`config.mk`:
```
export PLATFORM = sky130hd
export DESIGN_NAME = bcd_countdown_timer
export DESIGN_NICKNAME = d
export VERILOG_FILES = /design/src/rtl/bcd_countdown_timer.sv
export SDC_FILE = /design/constraint.sdc
export NUM_CORES = 1
export LEC_CHECK = 0
export BUFFER_PORTS_ARGS = -buffer_cell sky130_fd_sc_hd__buf_4
export CORE_MARGIN = 1
export CORE_UTILIZATION = 50
export CTS_BUF_LIST = sky130_fd_sc_hd__clkbuf_8
export DETAILED_ROUTE_END_ITERATION = 8
export PLACE_DENSITY = 0.76
export REMOVE_ABC_BUFFERS = 1
export SYNTH_ARGS = -nofsm -noshare
export SYNTH_HDL_FRONTEND = slang
export SYNTH_SLANG_ARGS = --single-unit
```
`constraint.sdc`:
```
create_clock -name clk -period 2.29 [get_ports clk]
set_input_delay 0.458 -clock clk [delete_from_list [all_inputs] [get_ports clk]]
set_output_delay 0.458 -clock clk [all_outputs]
set_load 0.02 [all_outputs]
```
`src/rtl/bcd_countdown_timer.sv`:
```
// ---------------------------------------------------------------------------
// bcd_countdown_timer
//
// Down-counting MM:SS irrigation-duration timer. A BCD duration is loaded,
// then decremented by one second every PRESCALE ticks while running. A
// borrow chain runs across the four digits. Reaching 00:00 pulses done for
// one cycle, which closes the valve.
//
// Ports
//   clk           system clock
//   clear         synchronous active-high reset, overrides everything
//   tick          single-cycle enable from the 1 Hz generator
//   load          single-cycle request to load the *_in digits
//   min_tens_in   BCD minutes tens  (0..MIN_TENS_MAX)
//   min_units_in  BCD minutes units (0..9)
//   sec_tens_in   BCD seconds tens  (0..5)
//   sec_units_in  BCD seconds units (0..9)
//   start         single-cycle begin/resume request
//   stop          single-cycle pause request
//   min_tens .. sec_units  current count (registered)
//   running       high while counting down
//   done          one-cycle pulse on reaching 00:00
//   load_err      one-cycle pulse when a load is rejected
// ---------------------------------------------------------------------------
module bcd_countdown_timer #(
    parameter int PRESCALE     = 1,
    parameter int MIN_TENS_MAX = 9
) (
    input  logic       clk,
    input  logic       clear,
    input  logic       tick,
    input  logic       load,
    input  logic [3:0] min_tens_in,
    input  logic [3:0] min_units_in,
    input  logic [3:0] sec_tens_in,
    input  logic [3:0] sec_units_in,
    input  logic       start,
    input  logic       stop,
    output logic [3:0] min_tens,
    output logic [3:0] min_units,
    output logic [3:0] sec_tens,
    output logic [3:0] sec_units,
    output logic       running,
    output logic       done,
    output logic       load_err
);

    typedef enum logic [1:0] {
        ST_IDLE    = 2'd0,
        ST_RUN     = 2'd1,
        ST_PAUSED  = 2'd2,
        ST_EXPIRED = 2'd3
    } state_t;

    localparam logic [3:0] PRESCALE_LAST = 4'(PRESCALE - 1);
    localparam logic [3:0] MIN_TENS_LIM  = 4'(MIN_TENS_MAX);

    state_t      state_q,    state_d;
    logic [15:0] count_q,    count_d;    // {min_tens, min_units, sec_tens, sec_units}
    logic [3:0]  presc_q,    presc_d;
    logic        running_q,  running_d;
    logic        done_q,     done_d;
    logic        load_err_q, load_err_d;

    logic [15:0] load_val_s;
    logic        load_ok_s;
    logic        count_zero_s;

    // Decrement an MM:SS BCD count by one second; callers guarantee c != 0.
    function automatic logic [15:0] bcd_dec(input logic [15:0] c);
        logic [3:0] mt, mu, st, su;
        logic       b;
        mt = c[15:12];
        mu = c[11:8];
        st = c[7:4];
        su = c[3:0];
        if (su == 4'd0) begin
            su = 4'd9;
            b  = 1'b1;
        end else begin
            su = su - 4'd1;
            b  = 1'b0;
        end
        if (b) begin
            if (st == 4'd0) begin
                st = 4'd5;
            end else begin
                st = st - 4'd1;
                b  = 1'b0;
            end
        end
        if (b) begin
            if (mu == 4'd0) begin
                mu = 4'd9;
            end else begin
                mu = mu - 4'd1;
                b  = 1'b0;
            end
        end
        if (b && (mt != 4'd0)) begin
            mt = mt - 4'd1;
        end
        return {mt, mu, st, su};
    endfunction

    // A load is legal when every digit is BCD and both tens digits are in range.
    function automatic logic bcd_load_ok(input logic [15:0] v);
        return (v[15:12] <= 4'd9) && (v[15:12] <= MIN_TENS_LIM) &&
               (v[11:8]  <= 4'd9) &&
               (v[7:4]   <= 4'd5) &&
               (v[3:0]   <= 4'd9);
    endfunction

    assign load_val_s   = {min_tens_in, min_units_in, sec_tens_in, sec_units_in};
    assign load_ok_s    = bcd_load_ok(load_val_s);
    assign count_zero_s = (count_q == 16'h0000);

    // Next-state logic: load > stop > start > tick; clear is applied in the register.
    always_comb begin
        state_d    = state_q;
        count_d    = count_q;
        presc_d    = presc_q;
        done_d     = 1'b0;
        load_err_d = 1'b0;

        // A load while running is simply ignored and lets stop/tick proceed.
        if (load && (state_q != ST_RUN)) begin
            if (load_ok_s) begin
                count_d = load_val_s;
                state_d = ST_IDLE;
                presc_d = 4'd0;
            end else begin
                load_err_d = 1'b1;
            end
        end else if (stop && (state_q == ST_RUN)) begin
            state_d = ST_PAUSED;
        end else if (start && ((state_q == ST_IDLE) || (state_q == ST_PAUSED)) && !count_zero_s) begin
            state_d = ST_RUN;
            presc_d = 4'd0;
        end else if (tick && (state_q == ST_RUN)) begin
            if (presc_q == PRESCALE_LAST) begin
                presc_d = 4'd0;
                count_d = bcd_dec(count_q);
                if (count_q == 16'h0001) begin
                    state_d = ST_EXPIRED;
                    done_d  = 1'b1;
                end else begin
                    state_d = ST_RUN;
                end
            end else begin
                presc_d = presc_q + 4'd1;
            end
        end else begin
            state_d = state_q;
        end

        case (state_d)
            ST_RUN:  running_d = 1'b1;
            default: running_d = 1'b0;
        endcase
    end

    // State, count and registered outputs with synchronous clear.
    always_ff @(posedge clk) begin
        if (clear) begin
            state_q    <= ST_IDLE;
            count_q    <= 16'h0000;
            presc_q    <= 4'd0;
            running_q  <= 1'b0;
            done_q     <= 1'b0;
            load_err_q <= 1'b0;
        end else begin
            state_q    <= state_d;
            count_q    <= count_d;
            presc_q    <= presc_d;
            running_q  <= running_d;
            done_q     <= done_d;
            load_err_q <= load_err_d;
        end
    end

    assign min_tens  = count_q[15:12];
    assign min_units = count_q[11:8];
    assign sec_tens  = count_q[7:4];
    assign sec_units = count_q[3:0];
    assign running   = running_q;
    assign done      = done_q;
    assign load_err  = load_err_q;

endmodule

```
Word level (Yosys, flattened, before mapping)
Index checks and enable logic that the tools add are counted.
{"block": "word_totals", "ff_bits": 25, "out_inout_bits": 19, "wordCells": 108}
{"block": "op_classes", "n_addsub": 5, "n_lt_le_gt_ge": 4, "eq_ne": 8, "n_mux": 48, "n_bitwise": 3, "reduce_logical": 31}
{"operator": "two-way mux 16 bit", "count": 6}
{"operator": "two-way mux 4 bit", "count": 12}
{"operator": "two-way mux 1 bit", "count": 23}
{"operator": "AND reduction 6 bit", "count": 3}
{"operator": "== test 16 x 1 -> 1 bit, second input constant", "count": 1}
{"operator": "zero test 16 bit", "count": 1}
{"operator": "zero test 4 bit", "count": 4}
{"operator": "subtractor 4 x 1 -> 4 bit, second input constant", "count": 4}
{"operator": "two-way mux 2 bit", "count": 7}
{"operator": "less-or-equal comparator 4 bit, second input constant", "count": 3}
{"operator": "nonzero test 2 bit", "count": 5}
{"operator": "logical AND 1 bit", "count": 9}
{"operator": "inequality test 2 bit, second input constant", "count": 3}
{"operator": "OR reduction 6 bit", "count": 1}
{"operator": "AND reduction 5 bit", "count": 1}
{"operator": "adder 4 x 1 -> 4 bit, second input constant", "count": 1}
{"operator": "== test 2 x 1 -> 1 bit, second input constant", "count": 2}
{"operator": "less-or-equal comparator 4 x 3 -> 1 bit, second input constant", "count": 1}
{"operator": "nonzero test 4 bit", "count": 1}
{"operator": "NOT 1 bit", "count": 3}
{"operator": "AND reduction 3 bit", "count": 1}
{"operator": "nonzero test 3 bit", "count": 1}
{"operator": "== test 2 bit, second input constant", "count": 1}
{"operator": "zero test 2 bit", "count": 1}
{"operator": "4 further kinds", "count": 4}

Longest topological paths before layout
Gate-level depths: netlist of the first run.
{"block": "depth", "ltp_word": 26, "depth_mapped": 7, "ltp_nobuf": 7}

Least setup slack after synthesis of the first run
OpenSTA, ideal clock, no wires.
{"block": "synth_path", "path_kind": "register to register", "from": "register presc_q[0]", "to": "register count_q[8]", "arrival_time_ns": 1.991, "setup_slack_ns": 0.228, "path_stages_with_launch": 8, "path_buffers": 0, "synth_period_minus_slack_ns": 2.062, "cell_sequence": "dfxtp_1 > inv_1 > ha_1 > or3b_2 > o32ai_4 > nand2_4 > or4_1 > a21oi_1"}
{"block": "synth_via", "elab_chain_cells": 3}
{"item": "start, declared", "line_no": "60", "text": "logic [3:0] presc_q, presc_d;"}
{"item": "start signal, assigned", "line_no": "175", "text": "presc_q <= presc_d;"}
{"item": "zero test 4 bit", "line_no": "141", "text": "if (presc_q == PRESCALE_LAST) begin"}
{"item": "nonzero test 2 bit (no line)"}
{"item": "AND reduction 6 bit (no line)"}
{"item": "end signal, assigned", "line_no": "174", "text": "count_q <= count_d;"}
{"item": "end, declared", "line_no": "59", "text": "logic [15:0] count_q, count_d;"}
Every way passes these cells.
A chain may end at the register's enable or synchronous reset.

Worst setup path in the final report of the first run
{"block": "layout_path", "from": "register count_q[4]", "to": "register count_q[8]"}
{"block": "layout_via", "elab_chain_cells": 10}
{"item": "zero test 4 bit", "line_no": "85", "text": "if (st == 4'd0) begin"}
{"item": "two-way mux 1 bit", "line_no": "85"}
{"item": "two-way mux 1 bit", "line_no": "84", "text": "if (b) begin"}
{"item": "two-way mux 1 bit", "line_no": "141"}
{"item": "two-way mux 1 bit", "line_no": "140", "text": "end else if (tick && (state_q == ST_RUN)) begin"}
{"item": "two-way mux 1 bit", "line_no": "137", "text": "end else if (start && ((state_q == ST_IDLE) || (state_q == ST_PAUSED)) && !count_zero_s) begin"}
{"item": "two-way mux 1 bit", "line_no": "135", "text": "end else if (stop && (state_q == ST_RUN)) begin"}
{"item": "two-way mux 1 bit", "line_no": "127", "text": "if (load && (state_q != ST_RUN)) begin"}
{"item": "nonzero test 2 bit (no line)"}
{"item": "AND reduction 6 bit (no line) *"}
Mark *: on every way between the ends. The rest lies on a longest branch, timed or not. The select of a mux whose other input is x is not followed.

==> results.md, run 1 <==
| Metric | This run | Unit |
|---|---|---|
| Max-slew violations | 0 | - |
| Filler cell count in the final layout | 261 | - |
| CP endpoint kind | register | - |
| Peak fanout along the critical path | 10 | - |
| Maximum number of pins on one net before global-route repair | 26 | - |
| Total CTS buffers | 3 | - |
| Port bufs | 40 | - |
| Post-route antenna net violation count | 0 | - |
| Count of unresolved DRC violations after routing | 0 | - |
| Path category of the worst min-delay check | reg2reg | - |
| Height of the die | 58.3 | um |
| Outcome | finished clean | - |
| Total via count in the routed design | 1831 | - |
| Overall power consumption | 0.00130 | W |
| Launch point of the worst path | count_q[4] | - |
| Power dissipated by switching net loads | 0.000497 | W |
| Post-CTS clock slew at the launch and capture registers of the worst setup and hold paths | 0.09 | ns |
| Starting Density | 52.4 | % |
| Sequential Area | 500 | um^2 |
| Combinational Power Share | 41.0 | % |
| Post-route clock skew | 0.00371 | ns |
| Relative contribution of the clock network to total power | 20.6 | % |
| Final routed wire length divided by cell count | 15.3 | um |
| Yosys warns | 0 | - |
| Number of resized instances in the post-cts repair step | 0 | - |
| Leakage power | 0.785 | nW |
| Quantity of hold-fixing buffers added after cts | 0 | - |
| Power per standard cell area | 648 | nW/um^2 |
| R2r startpoint | count_q[4] | - |
| Cell area after synthesis | 1590 | um^2 |
| Clock root buffer master | sky130_fd_sc_hd__clkbuf_8 | - |
| Data arrival time of the critical path | 2.40 | ns |
| Average footprint of a synthesized cell | 7.74 | um^2 |
| Antenna Cells | 0 | - |
| Cell type of the slowest stage on the worst timing path | sky130_fd_sc_hd__or4_1 | - |
| Async set or reset register ratio after synthesis | 0 | % |
| Number of global-route vias before repair | 1642 | - |
| EDFF count, synth | 0 | - |
| Global Route Usage Sum | 27.3 | % |
| Final nets | 273 | - |
| Floorplan core area | 3030 | um^2 |
| Global-route wire length before repair | 7340 | um |
| Layout Area Growth over Synthesis | 26.7 | % |
| Slew at the pin closest to its max-slew limit | 0.729 | ns |
| Remaining max-slew budget at the tightest pin | 51.4 | % |
| Number of cells produced by synthesis | 205 | - |
| Period utilisation layout | 95.8 | % |
| Routed wire length | 4430 | um |
| Final Wtd Congestion | 0.878 | - |
| Family with the most delay on the worst path | simple AND/OR/NAND/NOR gates | - |
| PnR worst setup slack | 0.0964 | ns |
| Fraction of layout cells with a size suffix above 1 | 23.2 | % |
| Final global-route overflow total | 0 | - |
| Setup CP Type | reg2reg | - |
| Unrepaired setup endpoints after global routing | false | - |
| Clock latency at the later pin of the worst-skew pair | 0.27 | ns |
| Horizontal extent of the die | 58.3 | um |
| TritonCTS clock tree | done | - |
| Share of the synthesized area in the top cell type | 31.5 | % |
| Final period demand of the worst path | 2.19 | ns |
| Hold Path Origin | presc_q[3] | - |
| Clock Tree Buf Depth | 2 | - |
| Maximum clock frequency | 456 | MHz |
| Count of H-tree levels built during CTS | 1 | - |
| Area used by multi-input combinational logic | 1030 | um^2 |
| Cell occurring most often along the worst timing path | sky130_fd_sc_hd__or4_1 | - |
| Sink count of the clock tree | 25 | - |
| Distinct cell type count after synthesis | 45 | - |
| Num rows | 20 | - |
| Worst path buffer plus inverter count | 0 | - |
| Dpl ws | 0.0762 | ns |
| Length of the first detailed-routing pass in iterations | 5 | - |
| Count of state elements after synthesis | 25 | - |
| Count of routing violations after the opening detailed-route iteration | 114 | - |
| Top-Level Pins | 41 | - |
| Util after Layout | 66.4 | % |
| Placed wire-length estimate after detailed placement | 3330 | um |
| Critical-path cell list | or4_1 > o32ai_4 > nand2_4 > or4_1 > a21oi_1 | - |
| Synth area leaders | sky130_fd_sc_hd__dfxtp_1, sky130_fd_sc_hd__o21ai_0, sky130_fd_sc_hd__a21oi_1 | - |
| Seq/Total Area, Yosys | 31.5 | % |
| Count of final hold-check violations | 0 | - |
| Maximum single-stage delay on the critical path | 0.69 | ns |
| Critical Path RT | 2.50 | ns |
| Startpoint Class | register | - |
| Predominant post-synthesis flop cell | sky130_fd_sc_hd__dfxtp_1 | - |
| Cell-internal power | 0.000807 | W |
| Commonest cells after routing, fill and taps aside | sky130_fd_sc_hd__buf_4, sky130_fd_sc_hd__dfxtp_1, sky130_fd_sc_hd__nand2_1, sky130_fd_sc_hd__nor2_1, sky130_fd_sc_hd__o21ai_0 | - |
| Most common cell after layout, fill and taps aside | sky130_fd_sc_hd__buf_4 | - |
| Proportion of power drawn by flip-flops and latches | 38.3 | % |
| DR vias/cell | 6.31 | - |
| Number of antenna violations at the first check in global routing | 0 | - |
| Peak ir drop on the vdd network | 315 | uV |
| Final setup violation count | 0 | - |
| Die footprint | 3400 | um^2 |
| Max_cap viols | 0 | - |
| Cell taking the most area after synthesis | sky130_fd_sc_hd__dfxtp_1 | - |
| Sw frac | 38.1 | % |
| Buffers inserted by post-CTS timing repair | 0 | - |
[sequential cells by signal (all words and copies together) (netlist names)]
register and count:
load_err 1, presc_q 4, count_q 16, running 1, state_q 2, done 1
[synth_stat cells (4+ instances only)]
| cell | n |
|---|---|
| sky130_fd_sc_hd__dfxtp_1 | 25 |
| sky130_fd_sc_hd__o31ai_1 | 4 |
| sky130_fd_sc_hd__nand2_1 | 20 |
| sky130_fd_sc_hd__ha_1 | 4 |
| sky130_fd_sc_hd__and2_1 | 4 |
| sky130_fd_sc_hd__nor2_1 | 20 |
| sky130_fd_sc_hd__inv_1 | 9 |
| sky130_fd_sc_hd__o21ai_0 | 20 |
| sky130_fd_sc_hd__or4_1 | 4 |
| sky130_fd_sc_hd__clkbuf_1 | 9 |
| sky130_fd_sc_hd__a21oi_1 | 18 |
| sky130_fd_sc_hd__nand3_1 | 4 |
| sky130_fd_sc_hd__nor3_1 | 8 |
[final timing paths]
path / endpoint / slack [ns] / cells after the start
setup / recovery: count_q[8] / 0.1 / 5
hold / removal: presc_q[3] / 0.50 / 2
setup reg to reg: count_q[8] / 0.1 / 5
hold reg to reg: presc_q[3] / 0.50 / 2
[stage by stage]
stage / hold slack [ns] / area (um^2) / std cells / setup TNS [ns]
floorplan: 0.453 / 1550 / 196 / -0.150
global placement: 0.472 / 1950 / 286 / 0
detailed placement: 0.478 / 1950 / 286 / 0
CTS: 0.491 / 2000 / 290 / 0
global route: 0.519 / 2010 / 290 / 0
finish: 0.496 / 2010 / 290 / 0
[worst register-to-register path: stages, from the launching register on]
cell and delay (ns):
sky130_fd_sc_hd__dfxtp_1 0.37, sky130_fd_sc_hd__or4_1 0.69, sky130_fd_sc_hd__o32ai_4 0.31, sky130_fd_sc_hd__nand2_4 0.13, sky130_fd_sc_hd__or4_1 0.49, sky130_fd_sc_hd__a21oi_1 0.14
[metal layers]
layer,up-vias,part of all wire (%),track usage [%]
met5,-,0,0
met4,0,0.72,9.52
met3,4,6.4,3.52
met2,86,48,44.5
met1,880,45,37.3
li1,861,-,-
[power groups by stage]
stage               clock network (W)  logic, W  registers, W
detailed placement                  0  0.000509      0.000508
global route                 0.000293  0.000578      0.000505
floorplan                           0  0.000302      0.000535
finish                       0.000269  0.000535      0.000500
global placement                    0  0.000496      0.000507
CTS                          0.000272  0.000511      0.000499
[kinds of logic after synthesis]
group,share of synthesized area (%)
simple gates,27.8
buf+inv,4.26
fa+ha+maj,3.15
mux,0.631
flops,31.5
compound gates,32.6
[layout make-up]
cell class,instances,share of cell area (%)
tap,44,2.74
sequential,25,24.9
clock buffer,3,2.05
inverter,9,1.68
multi-input combinational,162,51.2
clock inverter,1,0.249
timing repair buffer,46,17.2
Power figures use the tool's default switching activity.
==> inputs of run 2 (changes only) <==
Clock period 2.29 ns to 2.3 ns, I/O delays scaled along.
==> run 2 against run 1 <==
Effect of this change: die area unchanged; setup slack improved by 0.017 ns; flip-flop and latch count is the same; total power shrank 1.6%; global-route usage decreased by 0.30 points; first-iteration DRC count is 17% lower; largest power group unchanged; highest routed layer unchanged.
==> results.md, run 2 (synthesis results as in run 1) <==
| Metric | This run | Unit | Change |
|---|---|---|---|
| Sink count of the clock tree | 25 | - | unchanged |
| Endpoint of the worst setup timing path | state_q[1] | - | was count_q[8] |
| Sequential Area | 500 | um^2 | unchanged |
| Starting Density | 52.4 | % | unchanged |
| Endpoint of the most critical register-to-register path | state_q[1] | - | was count_q[8] |
| Height of the die | 58.3 | um | unchanged |
| Overall power consumption | 0.00128 | W | was 0.00130 W |
| Global Route Usage Sum | 27.0 | % | was 27.3% |
| Largest registers in the final layout | count_q x16, presc_q x4, state_q x2 | - | unchanged |
| TritonCTS clock tree | done | - | unchanged |
| Num rows | 20 | - | unchanged |
| Top-Level Pins | 41 | - | unchanged |
| Reg with most FFs | count_q | - | unchanged |
| Power per standard cell area | 638 | nW/um^2 | was 648 nW/um^2 |
| Leakage power | 0.786 | nW | was 0.785 nW |
| Most common cell after layout, fill and taps aside | sky130_fd_sc_hd__buf_4 | - | unchanged |
| CP endpoint kind | register | - | unchanged |
| Clock root buffer master | sky130_fd_sc_hd__clkbuf_8 | - | unchanged |
| Startpoint Class | register | - | unchanged |
| Count of H-tree levels built during CTS | 1 | - | unchanged |
| Count of routing violations after the opening detailed-route iteration | 95 | - | was 114 |
| Finished Cell Area | 2010 | um^2 | unchanged |
| Final sum of negative setup slack | 0 | ns | unchanged |
| Final setup violation count | 0 | - | unchanged |
| Die footprint | 3400 | um^2 | unchanged |
| Flip-flop count of the largest register after layout | 16 | - | unchanged |
| R2r startpoint | count_q[4] | - | unchanged |
| Clock latency at the later pin of the worst-skew pair | 0.27 | ns | about the same |
| Final global-route overflow total | 0 | - | unchanged |
| Final Wtd Congestion | 0.864 | - | was 0.878 |
| Antenna Cells | 0 | - | unchanged |
| Reg-to-reg slack, setup | 0.11 | ns | was 0.1 ns |
| Max-slew violations | 0 | - | unchanged |
| Slew at the pin closest to its max-slew limit | 0.738 | ns | was 0.729 ns |
| Fraction of layout cells with a size suffix above 1 | 23.6 | % | was 23.2% |
| Number of global-route vias before repair | 1545 | - | was 1642 |
| Horizontal extent of the die | 58.3 | um | unchanged |
| Post-CTS clock slew at the launch and capture registers of the worst setup and hold paths | 0.09 | ns | about the same |
| Peak ir drop on the vdd network | 277 | uV | was 315 uV |
| Area used by multi-input combinational logic | 1030 | um^2 | about the same |
| Floorplan core area | 3030 | um^2 | unchanged |
| Routed wire length | 4430 | um | about the same |
| Critical-path cell list | or4_1 > nor4b_1 > a32oi_1 > o22ai_1 > and2_1 | - | was or4_1 > o32ai_4 > nand2_4 > or4_1 > a21oi_1 |
| Critical Path RT | 2.52 | ns | was 2.50 ns |
| Number of antenna violations at the first check in global routing | 0 | - | unchanged |
| DR vias/cell | 6.17 | - | was 6.31 |
| Count of unresolved DRC violations after routing | 0 | - | unchanged |
| Clock Tree Buf Depth | 2 | - | unchanged |
| Final period demand of the worst path | 2.19 | ns | about the same |
| Placed Area | 1950 | um^2 | unchanged |
| Commonest cells after routing, fill and taps aside | sky130_fd_sc_hd__buf_4, sky130_fd_sc_hd__dfxtp_1, sky130_fd_sc_hd__nand2_1, sky130_fd_sc_hd__nor2_1, sky130_fd_sc_hd__o21ai_0 | - | unchanged |
| Outcome | finished clean | - | unchanged |
| Maximum single-stage delay on the critical path | 0.67 | ns | was 0.69 ns |
| Final routed wire length divided by cell count | 15.3 | um | about the same |
| Placed wire-length estimate after detailed placement | 3340 | um | was 3330 um |
| Maximum number of pins on one net before global-route repair | 26 | - | unchanged |
| Launch point of the worst path | count_q[4] | - | unchanged |
| Logic depth of the worst register-to-register path | 5 | - | unchanged |
| Cell type of the slowest stage on the worst timing path | sky130_fd_sc_hd__or4_1 | - | unchanged |
| Filler cell count in the final layout | 276 | - | was 261 |
| Max_cap viols | 0 | - | unchanged |
| Layout Area Growth over Synthesis | 26.7 | % | unchanged |
| Post-route antenna net violation count | 0 | - | unchanged |
| Period utilisation layout | 95.1 | % | was 95.8% |
| Total via count in the routed design | 1788 | - | was 1831 |
| Length of the first detailed-routing pass in iterations | 5 | - | unchanged |
| Setup CP Type | reg2reg | - | unchanged |
| Port bufs | 40 | - | unchanged |
| Peak fanout along the critical path | 6 | - | was 10 |
| Maximum clock frequency | 457 | MHz | was 456 MHz |
| Total CTS buffers | 3 | - | unchanged |
| Unrepaired setup endpoints after global routing | false | - | unchanged |
| Post-route clock skew | 0.00295 | ns | was 0.00371 ns |
| Global-route wire length before repair | 7180 | um | was 7340 um |
| Remaining max-slew budget at the tightest pin | 50.8 | % | was 51.4% |
| Data arrival time of the critical path | 2.40 | ns | about the same |
| Final nets | 273 | - | unchanged |
| Util after Layout | 66.4 | % | unchanged |
| Path category of the worst min-delay check | reg2reg | - | unchanged |
| Count of final hold-check violations | 0 | - | unchanged |
==> run 2: timing repair <==
action / CTS / global route
setup buffers: 0 / 0
gates resized for setup: 0 / 5
hold buffers: 0 / 0
endpoints found under the hold margin: 0 / 0
endpoints found under the setup margin: 0 / 5
==> run 2: layout make-up <==
cell class                      count  area share [%]
Inverter                            9            1.68
Multi-Input combinational cell    162            51.3
Clock buffer                        3            2.05
Sequential cell                    25            24.9
Tap cell                           44            2.74
Clock inverter                      1           0.187
Timing Repair Buffer               46            17.2
==> run 2: where the power goes <==
group | internal, W | leakage [nW] | switching (W)
combinational | 0.000217 | 0.556 | 0.000308
clock | 0.000120 | 0.0269 | 0.000141
sequential | 0.000463 | 0.202 | 0.0000345
==> run 2: stage by stage <==
stage,setup slack [ns],hold WS (ns),instances
3_3_place_gp,0.178,0.473,286
5_1_grt,0.0269,0.533,290
2_1_floorplan,-0.0971,0.453,196
4_1_cts,0.0710,0.515,290
3_5_place_dp,0.0827,0.489,286
6_report,0.113,0.517,290
==> run 2: critical path, delay by kind of cell (launching register included) <==
kind / cells / cell delay, ns
AOI/OAI and AO/OA: 2 / 0.40
and+or+nand+nor: 3 / 1.37
DFF: 1 / 0.36
==> run 2: how the worst min path moves through the flow <==
| stage | from | endpoint | slack [ns] | cells after the start |
|---|---|---|---|---|
| finish | presc_q[3] | presc_q[3] | 0.52 | 2 |
| global route | presc_q[0] | presc_q[0] | 0.53 | 1 |
| CTS | presc_q[3] | presc_q[3] | 0.51 | 2 |
| detailed placement | presc_q[3] | presc_q[3] | 0.49 | 2 |
| global placement | presc_q[3] | presc_q[3] | 0.47 | 2 |
| floorplan | presc_q[0] | presc_q[0] | 0.45 | 1 |
==> run 2: per-layer routing <==
layer  up-vias  GRT usage, %  wire [um]
met5         -             0          0
met4         0          7.82         78
met3         8          3.74        264
met2        82          43.5       2020
met1       834          37.9       2060
li1        864             -          -
